$ cat config.mk
export PLATFORM = sky130hd
export DESIGN_NAME = pipeline_hazard_ctrl_flat
export DESIGN_NICKNAME = d
export VERILOG_FILES = /design/src/rtl/pipeline_hazard_ctrl_if.sv /design/src/rtl/pipeline_hazard_ctrl.sv /design/src/flat_wrapper.sv
export SDC_FILE = /design/constraint.sdc
export NUM_CORES = 1
export LEC_CHECK = 0
export BUFFER_PORTS_ARGS = -buffer_cell sky130_fd_sc_hd__buf_2
export CORE_ASPECT_RATIO = 0.7
export CORE_MARGIN = 2
export CORE_UTILIZATION = 45
export DETAILED_ROUTE_END_ITERATION = 16
export PLACE_DENSITY = 0.76
export SLEW_MARGIN = 30
export SYNTH_ARGS = -nofsm -noshare
export SYNTH_HDL_FRONTEND = slang
export SYNTH_SLANG_ARGS = --single-unit
$ cat constraint.sdc
create_clock -name CLK -period 2.53 [get_ports CLK]
set_clock_uncertainty 0.1 [all_clocks]
set_input_delay 0.6325 -clock CLK [delete_from_list [all_inputs] [get_ports CLK]]
set_output_delay 0.6325 -clock CLK [all_outputs]
set_load 0.02 [all_outputs]
$ cat src/rtl/pipeline_hazard_ctrl_if.sv
// Status/control bundle between the 5-stage pipeline datapath and its hazard sequencer.
// The slave side is the sequencer; the master side is the datapath that obeys the controls.
interface pipeline_hazard_ctrl_if #(
  parameter int REGW = 5,
  parameter int CNTW = 32
);
  logic            ihit, dhit;
  logic [REGW-1:0] ifid_rs, ifid_rt;
  logic            ifid_uses_rt;
  logic            idex_dREN;
  logic [REGW-1:0] idex_rt;
  logic            exmem_dREN, exmem_dWEN;
  logic            ex_redirect;
  logic            memwb_halt;
  logic            pc_en;
  logic            ifid_en, idex_en, exmem_en, memwb_en;
  logic            ifid_flush, idex_flush, exmem_flush, memwb_flush;
  logic            halt;
  logic [CNTW-1:0] stall_cnt;

  modport master (
    output ihit, dhit, ifid_rs, ifid_rt, ifid_uses_rt, idex_dREN, idex_rt,
           exmem_dREN, exmem_dWEN, ex_redirect, memwb_halt,
    input  pc_en, ifid_en, idex_en, exmem_en, memwb_en,
           ifid_flush, idex_flush, exmem_flush, memwb_flush, halt, stall_cnt
  );

  modport slave (
    input  ihit, dhit, ifid_rs, ifid_rt, ifid_uses_rt, idex_dREN, idex_rt,
           exmem_dREN, exmem_dWEN, ex_redirect, memwb_halt,
    output pc_en, ifid_en, idex_en, exmem_en, memwb_en,
           ifid_flush, idex_flush, exmem_flush, memwb_flush, halt, stall_cnt
  );
endinterface

$ cat src/rtl/pipeline_hazard_ctrl.sv
// Central stall/flush sequencer for the 5-stage MIPS pipeline: latch enables/flushes,
// PC enable, sticky halt and a saturating stall-cycle counter.
module pipeline_hazard_ctrl #(
  parameter int REGW        = 5,
  parameter int FLUSH_DEPTH = 2,
  parameter int CNTW        = 32
) (
  input logic CLK,
  input logic RST,
  pipeline_hazard_ctrl_if.slave hz
);
  localparam logic [1:0] RUN     = 2'd0;
  localparam logic [1:0] MEMWAIT = 2'd1;
  localparam logic [1:0] HALTED  = 2'd2;
  localparam logic       REDIR_IDEX = (FLUSH_DEPTH == 2);

  logic [1:0]      state_q, state_d;
  logic [CNTW-1:0] stall_cnt_q, stall_cnt_d;
  logic            mem_busy, load_use;
  logic            pc_en, ifid_en, idex_en, exmem_en, memwb_en;
  logic            ifid_flush, idex_flush, exmem_flush, memwb_flush;

  assign mem_busy = (hz.exmem_dREN | hz.exmem_dWEN) & ~hz.dhit;
  // r0 is hardwired zero, so a load targeting it never creates a real dependency
  assign load_use = hz.idex_dREN & (hz.idex_rt != '0) &
                    ((hz.idex_rt == hz.ifid_rs) | (hz.ifid_uses_rt & (hz.idex_rt == hz.ifid_rt)));

  always_comb begin
    state_d     = state_q;
    pc_en       = 1'b1;
    ifid_en     = 1'b1;
    idex_en     = 1'b1;
    exmem_en    = 1'b1;
    memwb_en    = 1'b1;
    ifid_flush  = 1'b0;
    idex_flush  = 1'b0;
    exmem_flush = 1'b0;
    memwb_flush = 1'b0;
    case (state_q)
      RUN: begin
        if (hz.memwb_halt) begin
          state_d = HALTED;
        end else if (mem_busy) begin
          state_d     = MEMWAIT;
          pc_en       = 1'b0;
          ifid_en     = 1'b0;
          idex_en     = 1'b0;
          exmem_en    = 1'b0;
          memwb_flush = 1'b1;
        end else if (hz.ex_redirect) begin
          ifid_flush = 1'b1;
          idex_flush = REDIR_IDEX;
        end else if (load_use) begin
          // holding IF/ID takes precedence over bubbling it on a concurrent fetch miss
          pc_en      = 1'b0;
          ifid_en    = 1'b0;
          idex_flush = 1'b1;
        end else if (!hz.ihit) begin
          pc_en      = 1'b0;
          ifid_flush = 1'b1;
        end
      end
      MEMWAIT: begin
        if (!hz.dhit) begin
          pc_en       = 1'b0;
          ifid_en     = 1'b0;
          idex_en     = 1'b0;
          exmem_en    = 1'b0;
          memwb_flush = 1'b1;
        end else begin
          state_d = RUN;
        end
      end
      HALTED: begin
        pc_en    = 1'b0;
        ifid_en  = 1'b0;
        idex_en  = 1'b0;
        exmem_en = 1'b0;
        memwb_en = 1'b0;
      end
      default: state_d = RUN;
    endcase
    if (RST) begin
      state_d  = RUN;
      pc_en    = 1'b0;
      ifid_en  = 1'b0;
      idex_en  = 1'b0;
      exmem_en = 1'b0;
      memwb_en = 1'b0;
      ifid_flush  = 1'b0;
      idex_flush  = 1'b0;
      exmem_flush = 1'b0;
      memwb_flush = 1'b0;
    end
  end

  always_comb begin
    stall_cnt_d = stall_cnt_q;
    if (!pc_en && (state_q != HALTED) && (stall_cnt_q != {CNTW{1'b1}}))
      stall_cnt_d = stall_cnt_q + CNTW'(1);
  end

  always_ff @(posedge CLK) begin
    if (RST) begin
      state_q     <= RUN;
      stall_cnt_q <= '0;
    end else begin
      state_q     <= state_d;
      stall_cnt_q <= stall_cnt_d;
    end
  end

  assign hz.pc_en       = pc_en;
  assign hz.ifid_en     = ifid_en;
  assign hz.idex_en     = idex_en;
  assign hz.exmem_en    = exmem_en;
  assign hz.memwb_en    = memwb_en;
  assign hz.ifid_flush  = ifid_flush;
  assign hz.idex_flush  = idex_flush;
  assign hz.exmem_flush = exmem_flush;
  assign hz.memwb_flush = memwb_flush;
  assign hz.halt        = (state_q == HALTED);
  assign hz.stall_cnt   = stall_cnt_q;
endmodule

$ cat src/flat_wrapper.sv
// flat-port wrapper written by rule: the top's interface ports become plain ports
module pipeline_hazard_ctrl_flat 
#(
  parameter int REGW        = 5,
  parameter int FLUSH_DEPTH = 2,
  parameter int CNTW        = 32
)
  (CLK, RST, hz_ihit, hz_dhit, hz_ifid_rs, hz_ifid_rt, hz_ifid_uses_rt, hz_idex_dREN, hz_idex_rt, hz_exmem_dREN, hz_exmem_dWEN, hz_ex_redirect, hz_memwb_halt, hz_pc_en, hz_ifid_en, hz_idex_en, hz_exmem_en, hz_memwb_en, hz_ifid_flush, hz_idex_flush, hz_exmem_flush, hz_memwb_flush, hz_halt, hz_stall_cnt);
  pipeline_hazard_ctrl_if #(.REGW(REGW), .CNTW(CNTW)) hz_i ();
  input logic CLK;
  input logic RST;
  input wire logic [$bits(hz_i.ihit)-1:0] hz_ihit;
  input wire logic [$bits(hz_i.dhit)-1:0] hz_dhit;
  input wire logic [$bits(hz_i.ifid_rs)-1:0] hz_ifid_rs;
  input wire logic [$bits(hz_i.ifid_rt)-1:0] hz_ifid_rt;
  input wire logic [$bits(hz_i.ifid_uses_rt)-1:0] hz_ifid_uses_rt;
  input wire logic [$bits(hz_i.idex_dREN)-1:0] hz_idex_dREN;
  input wire logic [$bits(hz_i.idex_rt)-1:0] hz_idex_rt;
  input wire logic [$bits(hz_i.exmem_dREN)-1:0] hz_exmem_dREN;
  input wire logic [$bits(hz_i.exmem_dWEN)-1:0] hz_exmem_dWEN;
  input wire logic [$bits(hz_i.ex_redirect)-1:0] hz_ex_redirect;
  input wire logic [$bits(hz_i.memwb_halt)-1:0] hz_memwb_halt;
  output wire logic [$bits(hz_i.pc_en)-1:0] hz_pc_en;
  output wire logic [$bits(hz_i.ifid_en)-1:0] hz_ifid_en;
  output wire logic [$bits(hz_i.idex_en)-1:0] hz_idex_en;
  output wire logic [$bits(hz_i.exmem_en)-1:0] hz_exmem_en;
  output wire logic [$bits(hz_i.memwb_en)-1:0] hz_memwb_en;
  output wire logic [$bits(hz_i.ifid_flush)-1:0] hz_ifid_flush;
  output wire logic [$bits(hz_i.idex_flush)-1:0] hz_idex_flush;
  output wire logic [$bits(hz_i.exmem_flush)-1:0] hz_exmem_flush;
  output wire logic [$bits(hz_i.memwb_flush)-1:0] hz_memwb_flush;
  output wire logic [$bits(hz_i.halt)-1:0] hz_halt;
  output wire logic [$bits(hz_i.stall_cnt)-1:0] hz_stall_cnt;
  assign hz_i.ihit = hz_ihit;
  assign hz_i.dhit = hz_dhit;
  assign hz_i.ifid_rs = hz_ifid_rs;
  assign hz_i.ifid_rt = hz_ifid_rt;
  assign hz_i.ifid_uses_rt = hz_ifid_uses_rt;
  assign hz_i.idex_dREN = hz_idex_dREN;
  assign hz_i.idex_rt = hz_idex_rt;
  assign hz_i.exmem_dREN = hz_exmem_dREN;
  assign hz_i.exmem_dWEN = hz_exmem_dWEN;
  assign hz_i.ex_redirect = hz_ex_redirect;
  assign hz_i.memwb_halt = hz_memwb_halt;
  assign hz_pc_en = hz_i.pc_en;
  assign hz_ifid_en = hz_i.ifid_en;
  assign hz_idex_en = hz_i.idex_en;
  assign hz_exmem_en = hz_i.exmem_en;
  assign hz_memwb_en = hz_i.memwb_en;
  assign hz_ifid_flush = hz_i.ifid_flush;
  assign hz_idex_flush = hz_i.idex_flush;
  assign hz_exmem_flush = hz_i.exmem_flush;
  assign hz_memwb_flush = hz_i.memwb_flush;
  assign hz_halt = hz_i.halt;
  assign hz_stall_cnt = hz_i.stall_cnt;
  pipeline_hazard_ctrl #(.REGW(REGW), .FLUSH_DEPTH(FLUSH_DEPTH), .CNTW(CNTW)) u_core (.CLK(CLK), .RST(RST), .hz(hz_i));
endmodule
## Word-level counts from Yosys, hierarchy flattened

Index checks and enable logic that the tools add are counted.
Widths: inputs -> output; s select.

- Div/mod/pow operators: 0
- Mux-type cells: 42
- Bitwise operators: 8
- Eq/ne operators: 8
- Shift operators: 0
- Add/subtract/negate cells: 1
- Multipliers: 0
- Magnitude comparators: 0
- Reduce and logical (&&, ||, !) cells: 6

Operator list:

| cell | number |
|---|---|
| $mux 1 | 34 |
| $add 32x1->32 const B | 1 |
| $ne 32x32->1 const B | 1 |
| $eq 5x5->1 | 2 |
| $pmux 1 s3 | 3 |
| $mux 2 | 3 |
| $pmux 2 s3 | 1 |
| $reduce_bool 5->1 | 1 |
| $and 1x1->1 | 4 |
| $ne 2x2->1 const B | 2 |
| $ne 3x2->1 const B | 1 |
| $reduce_and 3->1 | 1 |
| $eq 2x1->1 const B | 1 |
| $eq 2x2->1 const B | 1 |
| $logic_and 1x1->1 | 2 |
| $logic_not 2->1 | 1 |
| $not 1->1 | 2 |
| $or 1x1->1 | 2 |
| $pmux 1 s2 | 1 |
| $logic_not 1->1 | 1 |

- Latch bits: 0
- Word-level logic and storage cells: 67
- Bits in registers: 34
- ROM bits: 0
- Memory bits (writable): 0
- Input port bits: 25
- Memories kept: 0
- Output and inout bits: 42

## Depth between registers and ports, before layout

Gate-level depths: netlist of run 1.

- Word-level depth: 13
- Gate-level depth with buffers: 9

## Worst setup path before layout of run 1

No wires, ideal clock.

- Path kind: in2out
- From: input port hz_exmem_dWEN
- To: output port hz_pc_en
- Path slack: -0.170 ns
- Buffers on the path: 0
- Data arrival time: 1.968 ns
- Cell stages on the path: 5
- Data required time: 1.798 ns
- Cells stage by stage: o21bai_1 o21ai_0 a21oi_1 o21a_1 o21a_1

- Longest elaborated chain between the ends: 6

RTL lines:

| what | RTL line | source |
|---|---|---|
| start: declaration | flat_wrapper.sv:20 | `input wire logic [$bits(hz_i.exmem_dWEN)-1:0] hz_exmem_dWEN;` |
| $or 1x1->1 | pipeline_hazard_ctrl.sv:23 | `assign mem_busy = (hz.exmem_dREN \| hz.exmem_dWEN) & ~hz.dhit;` |
| $and 1x1->1 | pipeline_hazard_ctrl.sv:23 |  |
| $mux 1 | pipeline_hazard_ctrl.sv:43 | `end else if (mem_busy) begin` |
| $mux 1 | pipeline_hazard_ctrl.sv:41 | `if (hz.memwb_halt) begin` |
| $pmux 1 s3 | pipeline_hazard_ctrl.sv:39 | `case (state_q)` |
| $mux 1 | pipeline_hazard_ctrl.sv:83 | `if (RST) begin` |
| end: declaration | flat_wrapper.sv:23 | `output wire logic [$bits(hz_i.pc_en)-1:0] hz_pc_en;` |

Every way passes these cells.

## Final worst setup path of run 1

- From: input port hz_idex_rt[2]
- To: output port hz_pc_en

- Longest elaborated chain between the ends: 10

RTL lines:

| what | RTL line | source |
|---|---|---|
| start: declaration | flat_wrapper.sv:18 | `input wire logic [$bits(hz_i.idex_rt)-1:0] hz_idex_rt;` |
| $eq 5x5->1 | pipeline_hazard_ctrl.sv:26 | `((hz.idex_rt == hz.ifid_rs) \| (hz.ifid_uses_rt & (hz.idex_rt == hz.ifid_rt)));` |
| $and 1x1->1 | pipeline_hazard_ctrl.sv:26 |  |
| $or 1x1->1 | pipeline_hazard_ctrl.sv:26 |  |
| $and 1x1->1 (*) | pipeline_hazard_ctrl.sv:25 | `assign load_use = hz.idex_dREN & (hz.idex_rt != '0) &` |
| $mux 1 (*) | pipeline_hazard_ctrl.sv:53 | `end else if (load_use) begin` |
| $mux 1 (*) | pipeline_hazard_ctrl.sv:50 | `end else if (hz.ex_redirect) begin` |
| $mux 1 (*) | pipeline_hazard_ctrl.sv:43 |  |
| $mux 1 (*) | pipeline_hazard_ctrl.sv:41 |  |
| $pmux 1 s3 (*) | pipeline_hazard_ctrl.sv:39 |  |
| $mux 1 (*) | pipeline_hazard_ctrl.sv:83 |  |

Every way passes the cells marked *; elsewhere a longest branch is shown, timed or not.

==> qor.csv, run 1 <==
stage,metric,value,unit
logic_synthesis,Syn Nets,281,
pwr,static leakage power,1.12,nW
grt,sum of overflow across all layers after global routing,0,
worst_setup_path,sort of element at the start of the critical path,primary input,
logic_synthesis,library cells used by synthesis,37,
placed_design,port buffer count,65,
floorplanning,Starting Density,0.463,
logic_synthesis,Yosys top cell area share,0.343,
floorplanning,width of the die,83.3,µm
logic_synthesis,mean instance size in the synthesized netlist,7.77,µm²
finish,count of fill cells added during filler insertion,363,
clock_tree,clock slew at reported path FFs,0.07,ns
logic_synthesis,largest cells by area after synthesis,"dfxtp_1, a21oi_1, or3_1, o21ai_0, nand4_1",
clock_tree,clock network latency to the later pin of the worst-skew pair,0.29,ns
routing,overall via count from detail_route,2376,
sta,summed negative setup slack over all endpoints,-0.812,ns
worst_setup_path,number of buffers and inverters on the critical path,2,
floorplanning,row count,20,
clock_tree,CTS tree,yes,
worst_setup_path,CP max FO,3,
status,outcome,"finished, violations left",
sta,final setup margin,-0.263,ns
finish,post-layout instance count excluding filler cells,399,
sta,final critical delay including setup and external delays,2.79,ns
grt,first-pass GRT wire length,9.69,mm
logic_synthesis,cell type contributing the most total cell area after synthesis,dfxtp_1,
worst_setup_path,Worst path top cell family by delay,simple AND/OR/NAND/NOR gates,
logic_synthesis,ys async rst share,0,
logic_synthesis,top flip-flop cell by instance count after synthesis,dfxtp_1,
finish,antenna diode instance count,0,
pwr,worst vdd ir,287,µV
routing,total wire length after detailed routing,6.27,mm
clock_tree,level count of the clock H-tree,2,
clock_tree,total CTS buffers,5,
job,total of max-cap violations,0,
sta,endpoints failing setup,4,
routing,wire length per cell,15.7,µm
sta,unrepaired setup endpoints after global routing,yes,
routing,DRC violations left,0,
pwr,overall power of the completed layout,1.26,mW
logic_synthesis,Yosys warning count,0,
pwr,total power divided by cell area,451,mW/mm²
placed_design,worst setup timing slack at the placement stage,-0.379,ns
floorplanning,I/O pin total,67,
sta,Max Freq,358,MHz
finish,final core utilization,0.655,
routing,Iteration-0 DRC Markers,177,
sta,final hold vios,0,
sta,Final Max Tran Viols,0,
placed_design,cell count after placement,386,
logic_synthesis,number of enable flip-flop cells after synthesis,0,
routing,Post-DRT Antenna Nets,0,
finish,final design area excluding fillers,0.00280,mm²
worst_setup_path,critical path arrival,2.06,ns
clock_tree,root cell of the clock tree,clkbuf_8,
logic_synthesis,instance count of the mapped netlist,255,
clock_tree,number of buffers on the longest clock path,2,
sta,post-route worst hold slack,0.402,ns
finish,area grow syn2layout,41.5,%
finish,NumNets Final,369,
floorplanning,die area,0.00496,mm²
worst_setup_path,library cell appearing most often on the critical path,buf_6,
worst_setup_path,series of cell instances along the critical path,"buf_6, xor2_1, nor4_2, a32oi_1, or2_4, o21a_4, o21a_2, buf_6",
worst_setup_path,"Req. time, crit path",1.80,ns
worst_setup_path,slowest cell on the critical path,or2_4,
grt,GR Util All Layers,0.245,
grt,antenna violations before repair,0,
floorplanning,core outline area,0.00428,mm²
placed_design,HPWL Detailed,4.05,mm
worst_hold_path,Min-Delay Path Class,reg -> reg,
logic_synthesis,area of the mapped netlist,0.00198,mm²
placed_design,global placement routability congestion,0.856,
worst_setup_path,critical path class,in -> out,
routing,vias per cell,5.95,
status,violated checks,negative setup slack,
logic_synthesis,sequential area share after synthesis,0.343,
worst_setup_path,sort of element at the end of the critical path,output pin,
logic_synthesis,#FFs+latches synth,34,
floorplanning,Chip Height,59.5,µm
worst_setup_path,"slowest stage delay, CP",0.28,ns
routing,Initial DRT Pass Iterations,4,
clock_tree,# clock sinks,34,
grt,pin count of the biggest net entering global routing,37,
grt,vias in the first global route,2103,
sta,final cycle utilization of the critical path,1.10,
placed_design,"Cell Area, Placed",0.00251,mm²
finish,fraction of layout cells with a size suffix above 1,0.366,
==> layout by cell type, fill, tap and decap left out, types with 9 or more instances in the layout <==
cell type  Yosys  layout
a21oi_1       36      33
buf_2          2      57
buf_4          2      27
buf_6          1      10
dfxtp_1       34      34
nand3_1       12      12
nand4_1       17      17
nor2_1        14      14
o21ai_0       25      24
or3_1         21      21
or4_1         10       9
==> sequential cells by signal, indices dropped and copies added, names as in the netlist <==
| register | cells |
|---|---|
| u_core.hz.stall_cnt | 32 |
| u_core.state_q | 2 |
==> synth_stat cells, types with 3 or more instances <==
library cell  instances
or4_1                10
and4_1                3
dfxtp_1              34
clkbuf_1             10
and3_1                7
xor2_1                9
or3_1                21
nor4_1                3
nor2_1               14
o31ai_1               8
nor2b_1               3
mux2_2                3
a21oi_1              36
nand2_1               8
inv_1                 4
o21ai_0              25
nand4_1              17
nor3_1                6
nand3_1              12
==> tightest hold or removal path, cell delays in order, from the launching register on <==
cell and delay [ns]:
dfxtp_1 0.33, o21ai_0 0.07, a21oi_1 0.06
==> layer usage <==
metal,GRT usage,share of wire,vias to the layer above
met3,0.0613,0.061,14
met1,0.317,0.44,1132
met2,0.382,0.47,89
met4,0.136,0.025,0
met5,0,0,-
li1,-,-,1141
==> timing repair <==
action	CTS	global route
setup endpoints to repair	4	36
setup buffers	4	2
cloned	0	2
resized for setup	24	10
pin swaps	38	6
hold buffers	0	0
==> cell type report <==
| type | count | area [µm²] | share of cell area |
|---|---|---|---|
| sequential | 34 | 681 | 0.243 |
| timing repair buffer | 94 | 601 | 0.214 |
| multi-input combinational | 204 | 1330 | 0.474 |
| tap | 55 | 68.8 | 0.0245 |
| inverter | 4 | 15.0 | 0.00535 |
| clock buffer | 8 | 110 | 0.0393 |
==> cells by family after synthesis <==
| kind of cell | synth area share |
|---|---|
| other | 0.00189 |
| AOI/OAI and AO/OA | 0.213 |
| muxes | 0.0170 |
| and+or+nand+nor | 0.330 |
| DFF | 0.343 |
| adders and majority gates | 0.00631 |
| xor gates and xnor gates | 0.0442 |
| buffers and inverters | 0.0448 |
==> path summary, 6_finish.rpt <==
| check | startpoint | endpoint | slack, ns | depth (start not counted) |
|---|---|---|---|---|
| max reg2reg | u_core.state_q[1] | u_core.hz.stall_cnt[7] | 0.15 | 6 |
| max | hz_idex_rt[2] | hz_pc_en | -0.26 | 8 |
| min | u_core.hz.stall_cnt[31] | u_core.hz.stall_cnt[31] | 0.40 | 2 |
| min reg2reg | u_core.hz.stall_cnt[31] | u_core.hz.stall_cnt[31] | 0.40 | 2 |
==> where the power goes <==
group          leakage (nW)  internal, mW  total, mW  switching (mW)
Sequential            0.274         0.541      0.550         0.00932
Combinational         0.790         0.105      0.236           0.131
Clock                0.0575         0.275      0.479           0.204
Total                  1.12         0.920       1.26           0.344
Note: power is estimated with default switching activity, not from simulation.
==> inputs of run 2 (changes only) <==
==> constraint.sdc (replaced) <==
create_clock -name CLK -period 2.53 [get_ports CLK]
set_clock_uncertainty 0.1 [all_clocks]
set_input_delay 0.3795 -clock CLK [delete_from_list [all_inputs] [get_ports CLK]]
set_output_delay 0.3795 -clock CLK [all_outputs]
set_load 0.02 [all_outputs]
==> qor.csv, run 2 (synthesis gave the netlist of run 1 again) <==
stage,metric,value,unit,change
worst_setup_path,critical path class,in -> out,,
finish,antenna diode instance count,0,,unchanged
finish,most common library cell in the layout ignoring fill and taps,buf_2,,
routing,DRC violations left,0,,unchanged
clock_tree,# clock sinks,34,,unchanged
clock_tree,total of hold buffers inserted after clock tree synthesis,0,,unchanged
grt,vias in the first global route,1676,,-20%
routing,wire length per cell,13.3,µm,-16%
clock_tree,Post-CTS Setup Repair Bufs,0,,-4
floorplanning,row count,20,,unchanged
clock_tree,level count of the clock H-tree,2,,unchanged
pwr,total power divided by cell area,440,mW/mm²,-2.4%
routing,vias per cell,5.74,,-3.7%
floorplanning,Chip Height,59.5,µm,unchanged
worst_setup_path,"Req. time, crit path",2.05,ns,+0.25 ns
sta,post-route worst hold slack,0.352,ns,-0.0498 ns
worst_setup_path,series of cell instances along the critical path,"buf_2, xor2_1, nor4_1, a32oi_1, or2_2, o21a_1, o21a_1, buf_2",,
routing,Initial DRT Pass Iterations,4,,unchanged
finish,area grow syn2layout,23.8,%,
clock_tree,clock network latency to the later pin of the worst-skew pair,0.27,ns,-0.02 ns
worst_setup_path,"slowest stage delay, CP",0.35,ns,+0.07 ns
finish,max reg flops,32,,unchanged
sta,Final Max Tran Viols,0,,unchanged
finish,NumNets Final,348,,-5.7%
grt,GR Util All Layers,0.202,,-0.0432
placed_design,HPWL Detailed,3.60,mm,-11%
sta,final hold vios,0,,unchanged
routing,Post-DRT Antenna Nets,0,,unchanged
routing,Iteration-0 DRC Markers,126,,-29%
status,outcome,"complete, no violations",,
worst_setup_path,sort of element at the start of the critical path,primary input,,
clock_tree,CTS-repair resized insts,0,,-100%
grt,first-pass GRT wire length,8.11,mm,-16%
clock_tree,root cell of the clock tree,clkbuf_8,,
clock_tree,total CTS buffers,5,,unchanged
clock_tree,clock slew at reported path FFs,0.06,ns,about the same
worst_setup_path,critical path arrival,1.94,ns,-0.12 ns
sta,final cycle utilization of the critical path,0.956,,-0.148
worst_setup_path,CP max FO,3,,unchanged
worst_setup_path,sort of element at the end of the critical path,output pin,,
finish,fraction of layout cells with a size suffix above 1,0.270,,-0.0961
floorplanning,I/O pin total,67,,unchanged
grt,antenna violations before repair,0,,unchanged
sta,Max Freq,414,MHz,+16%
placed_design,port buffer count,65,,unchanged
worst_setup_path,slowest cell on the critical path,or2_2,,
floorplanning,Starting Density,0.463,,unchanged
floorplanning,core outline area,0.00428,mm²,unchanged
floorplanning,die area,0.00496,mm²,unchanged
pwr,static leakage power,0.976,nW,-13%
sta,final setup margin,0.112,ns,+0.375 ns
job,total of max-cap violations,0,,unchanged
sta,summed negative setup slack over all endpoints,0,ns,+0.812 ns
floorplanning,width of the die,83.3,µm,unchanged
grt,sum of overflow across all layers after global routing,0,,unchanged
grt,pin count of the biggest net entering global routing,42,,+14%
clock_tree,CTS tree,yes,,
placed_design,global placement routability congestion,0.811,,-5.3%
clock_tree,number of buffers on the longest clock path,2,,unchanged
routing,overall via count from detail_route,2163,,-9.0%
routing,total wire length after detailed routing,5.00,mm,-20%
sta,endpoints failing setup,0,,-4
sta,final critical delay including setup and external delays,2.42,ns,-0.375 ns
sta,unrepaired setup endpoints after global routing,no,,
worst_hold_path,Min-Delay Path Class,in -> reg,,
finish,final core utilization,0.573,,-0.0819
finish,"commonest cells after routing, fill and taps aside","buf_2, a21oi_1, dfxtp_1",,
placed_design,worst setup timing slack at the placement stage,0.0945,ns,+0.473 ns
pwr,worst vdd ir,244,µV,-15%
==> run 2: metal layers <==
| metal | share of wire | up-vias | global-route usage | wire length, µm |
|---|---|---|---|---|
| met2 | 0.43 | 56 | 0.309 | 2170 |
| met5 | 0 | - | 0 | 0 |
| met4 | 0.0022 | 0 | 0.0351 | 11 |
| met3 | 0.057 | 2 | 0.0501 | 287 |
| li1 | - | 1111 | - | - |
| met1 | 0.51 | 994 | 0.294 | 2530 |
==> run 2: power by group <==
part	switching (mW)	internal (mW)	total, mW
Sequential	0.00779	0.541	0.549
Clock	0.178	0.189	0.367
Combinational	0.103	0.0611	0.164
Total	0.288	0.792	1.08
==> run 2: path summary, 6_finish.rpt <==
path / startpoint / end / slack (ns) / cells past startpoint
setup / recovery: hz_idex_rt[3] / hz_pc_en / 0.11 / 8
hold / removal: hz_memwb_halt / u_core.state_q[1] / 0.35 / 3
setup reg to reg: u_core.state_q[1] / u_core.hz.stall_cnt[7] / 0.26 / 6
hold reg to reg: u_core.hz.stall_cnt[20] / u_core.hz.stall_cnt[20] / 0.40 / 2
==> run 2: worst max-delay path: cells and delay by family <==
family	cells	cell delay [ns]
buffers and inverters	2	0.27
AO/OA/AOI/OAI	3	0.47
AND/OR/NAND/NOR	2	0.67
XOR/XNOR	1	0.15
==> run 2: area by class of cell <==
class,count,area [µm²]
multi-input combinational,202,1210
fill,406,1830
inverter,4,15.0
sequential,34,681
tap,55,68.8
timing repair buffer,75,400
clock buffer,7,76.3
==> run 2: per-stage QoR <==
step	area, µm²	power (mW)	cells
floorplan	1980	0.671	255
detailed placement	2380	0.723	370
CTS	2450	1.09	377
finish	2450	1.08	377
global placement	2380	0.721	370
global route	2450	1.13	377
==> inputs of run 3 (changes only) <==
PLACE_DENSITY = not set   (was 0.76)
PLACE_DENSITY_LB_ADDON = 0.12   (was not set)
SLEW_MARGIN = 20   (was 30)
==> qor.csv, run 3 (synthesis gave the netlist of run 1 again) <==
stage,metric,value,unit,change
worst_setup_path,"slowest stage delay, CP",0.34,ns,about the same
clock_tree,root cell of the clock tree,clkbuf_8,,
clock_tree,CTS-repair resized insts,0,,unchanged
sta,post-route worst hold slack,0.337,ns,-0.0151 ns
floorplanning,die area,0.00496,mm²,unchanged
worst_hold_path,worst hold path stage count,3,,unchanged
worst_setup_path,slowest cell on the critical path,or2_2,,
clock_tree,total CTS buffers,5,,unchanged
routing,overall via count from detail_route,2132,,-1.4%
worst_setup_path,end of the worst register-to-register path,u_core.hz.stall_cnt[7],,
status,outcome,"complete, no violations",,
grt,vias in the first global route,1776,,+6.0%
finish,antenna diode instance count,0,,unchanged
worst_setup_path,flop-to-flop setup slack,0.22,ns,-0.04 ns
routing,total wire length after detailed routing,5.06,mm,+1.0%
sta,Max Freq,414,MHz,+0.16%
finish,fraction of layout cells with a size suffix above 1,0.279,,+0.00895
worst_hold_path,terminating pin of the worst hold path,u_core.state_q[1],,
sta,summed negative setup slack over all endpoints,0,ns,unchanged
worst_setup_path,sort of element at the start of the critical path,primary input,,
sta,endpoints failing setup,0,,unchanged
worst_setup_path,critical path arrival,1.93,ns,about the same
pwr,static leakage power,1.01,nW,+3.0%
grt,met1 track demand over resource,0.297,,+0.00365
placed_design,port buffer count,65,,unchanged
floorplanning,I/O pin total,67,,unchanged
grt,met3 Usage GRT,0.0474,,-0.00279
sta,final critical delay including setup and external delays,2.41,ns,-0.00385 ns
finish,max reg flops,32,,unchanged
finish,final design area excluding fillers,0.00251,mm²,+2.1%
grt,GR Util All Layers,0.205,,+0.00249
worst_setup_path,Worst R2R Path Depth,6,,unchanged
clock_tree,total of hold buffers inserted after clock tree synthesis,0,,unchanged
finish,area taken by flip-flops and latches,681,µm²,unchanged
routing,Initial DRT Pass Iterations,4,,unchanged
finish,area grow syn2layout,26.5,%,
grt,routing usage on met2,0.298,,-0.0104
pwr,total power divided by cell area,483,mW/mm²,+9.8%
grt,first-pass GRT wire length,8.18,mm,+0.94%
sta,final cycle utilization of the critical path,0.954,,-0.00152
routing,Iteration-0 DRC Markers,126,,unchanged
worst_setup_path,Worst path top cell family by delay,simple AND/OR/NAND/NOR gates,,
floorplanning,core outline area,0.00428,mm²,unchanged
grt,pin count of the biggest net entering global routing,39,,-7.1%
finish,count of fill cells added during filler insertion,405,,-0.25%
routing,DRC violations left,0,,unchanged
worst_setup_path,series of cell instances along the critical path,"buf_2, xor2_1, nor4_1, a32oi_1, or2_2, o21a_1, o21a_1, buf_2",,
clock_tree,clock slew at reported path FFs,0.07,ns,about the same
routing,Post-DRT Antenna Nets,0,,unchanged
grt,antenna violations before repair,0,,unchanged
worst_setup_path,critical path class,in -> out,,
clock_tree,# clock sinks,34,,unchanged
routing,vias per cell,5.60,,-2.5%
worst_setup_path,number of buffers and inverters on the critical path,2,,unchanged
finish,NumNets Final,351,,+0.86%
worst_setup_path,CP max FO,3,,unchanged
clock_tree,CTS tree,yes,,
worst_setup_path,launch point of the worst reg-to-reg path,u_core.state_q[1],,
clock_tree,Post-CTS Setup Repair Bufs,0,,unchanged
job,total of max-cap violations,0,,unchanged
placed_design,global placement routability congestion,0.789,,-2.7%
finish,most common library cell in the layout ignoring fill and taps,buf_2,,
grt,gr busiest metal,met2,,
placed_design,HPWL Detailed,3.59,mm,-0.32%
clock_tree,number of buffers on the longest clock path,2,,unchanged
sta,Final Max Tran Viols,0,,unchanged
worst_hold_path,Worst Min Path Start,hz_memwb_halt,,
finish,area used by multi-input combinational logic,0.00121,mm²,unchanged
floorplanning,row count,20,,unchanged
routing,wire length per cell,13.3,µm,about the same
grt,sum of overflow across all layers after global routing,0,,unchanged
finish,"commonest cells after routing, fill and taps aside","buf_2, a21oi_1, dfxtp_1",,
floorplanning,Chip Height,59.5,µm,unchanged
clock_tree,level count of the clock H-tree,2,,unchanged
worst_hold_path,Min-Delay Path Class,in -> reg,,
worst_setup_path,sort of element at the end of the critical path,output pin,,
floorplanning,Starting Density,0.463,,unchanged
placed_design,"Cell Area, Placed",0.00239,mm²,+0.63%
pwr,worst vdd ir,297,µV,+22%
sta,unrepaired setup endpoints after global routing,no,,
sta,final hold vios,0,,unchanged
finish,final core utilization,0.586,,+0.0123
pwr,overall power of the completed layout,1.21,mW,+12%
floorplanning,width of the die,83.3,µm,unchanged
clock_tree,clock network latency to the later pin of the worst-skew pair,0.29,ns,+0.02 ns
worst_setup_path,"Req. time, crit path",2.05,ns,about the same
-- run 3: report_power, final --
group	internal [mW]	switching (mW)	leakage, nW	total, mW
Combinational	0.0657	0.104	0.679	0.170
Clock	0.295	0.198	0.0524	0.492
Sequential	0.541	0.00784	0.274	0.549
-- run 3: area by class of cell --
class	count	share of cell area
well taps	55	0.0275
flip-flops and latches	34	0.272
inverters	4	0.00599
multi-input cells	202	0.484
repair buffers	78	0.169
clock buffers	7	0.0305
clock inverters	1	0.0120
-- run 3: routing by layer --
layer,routed length (µm),vias to the layer above
met5,0,-
met4,39,0
met3,331,4
met2,2010,60
met1,2680,968
li1,-,1100
-- run 3: tightest hold or removal path, cell delays in order --
cell	delay, ns
buf_2	0.13
nor2_1	0.06
nor3_1	0.11
-- run 3: worst max path at each step --
| stage | start | to | depth (start not counted) |
|---|---|---|---|
| CTS | hz_idex_rt[3] | hz_pc_en | 8 |
| detailed placement | hz_idex_rt[3] | u_core.hz.stall_cnt[7] | 7 |
| global route | hz_idex_rt[3] | hz_pc_en | 8 |
| global placement | hz_idex_rt[0] | u_core.hz.stall_cnt[24] | 7 |
| finish | hz_idex_rt[3] | hz_pc_en | 8 |
| floorplan | u_core.hz.stall_cnt[0] | u_core.hz.stall_cnt[7] | 8 |
-- run 3: stage by stage --
stage	std cells	worst slack, ns
after floorplan	255	0.266
after global placement	372	0.0885
after detailed placement	372	0.0534
after CTS	380	0.0750
after global routing	381	0.0245
final	381	0.116
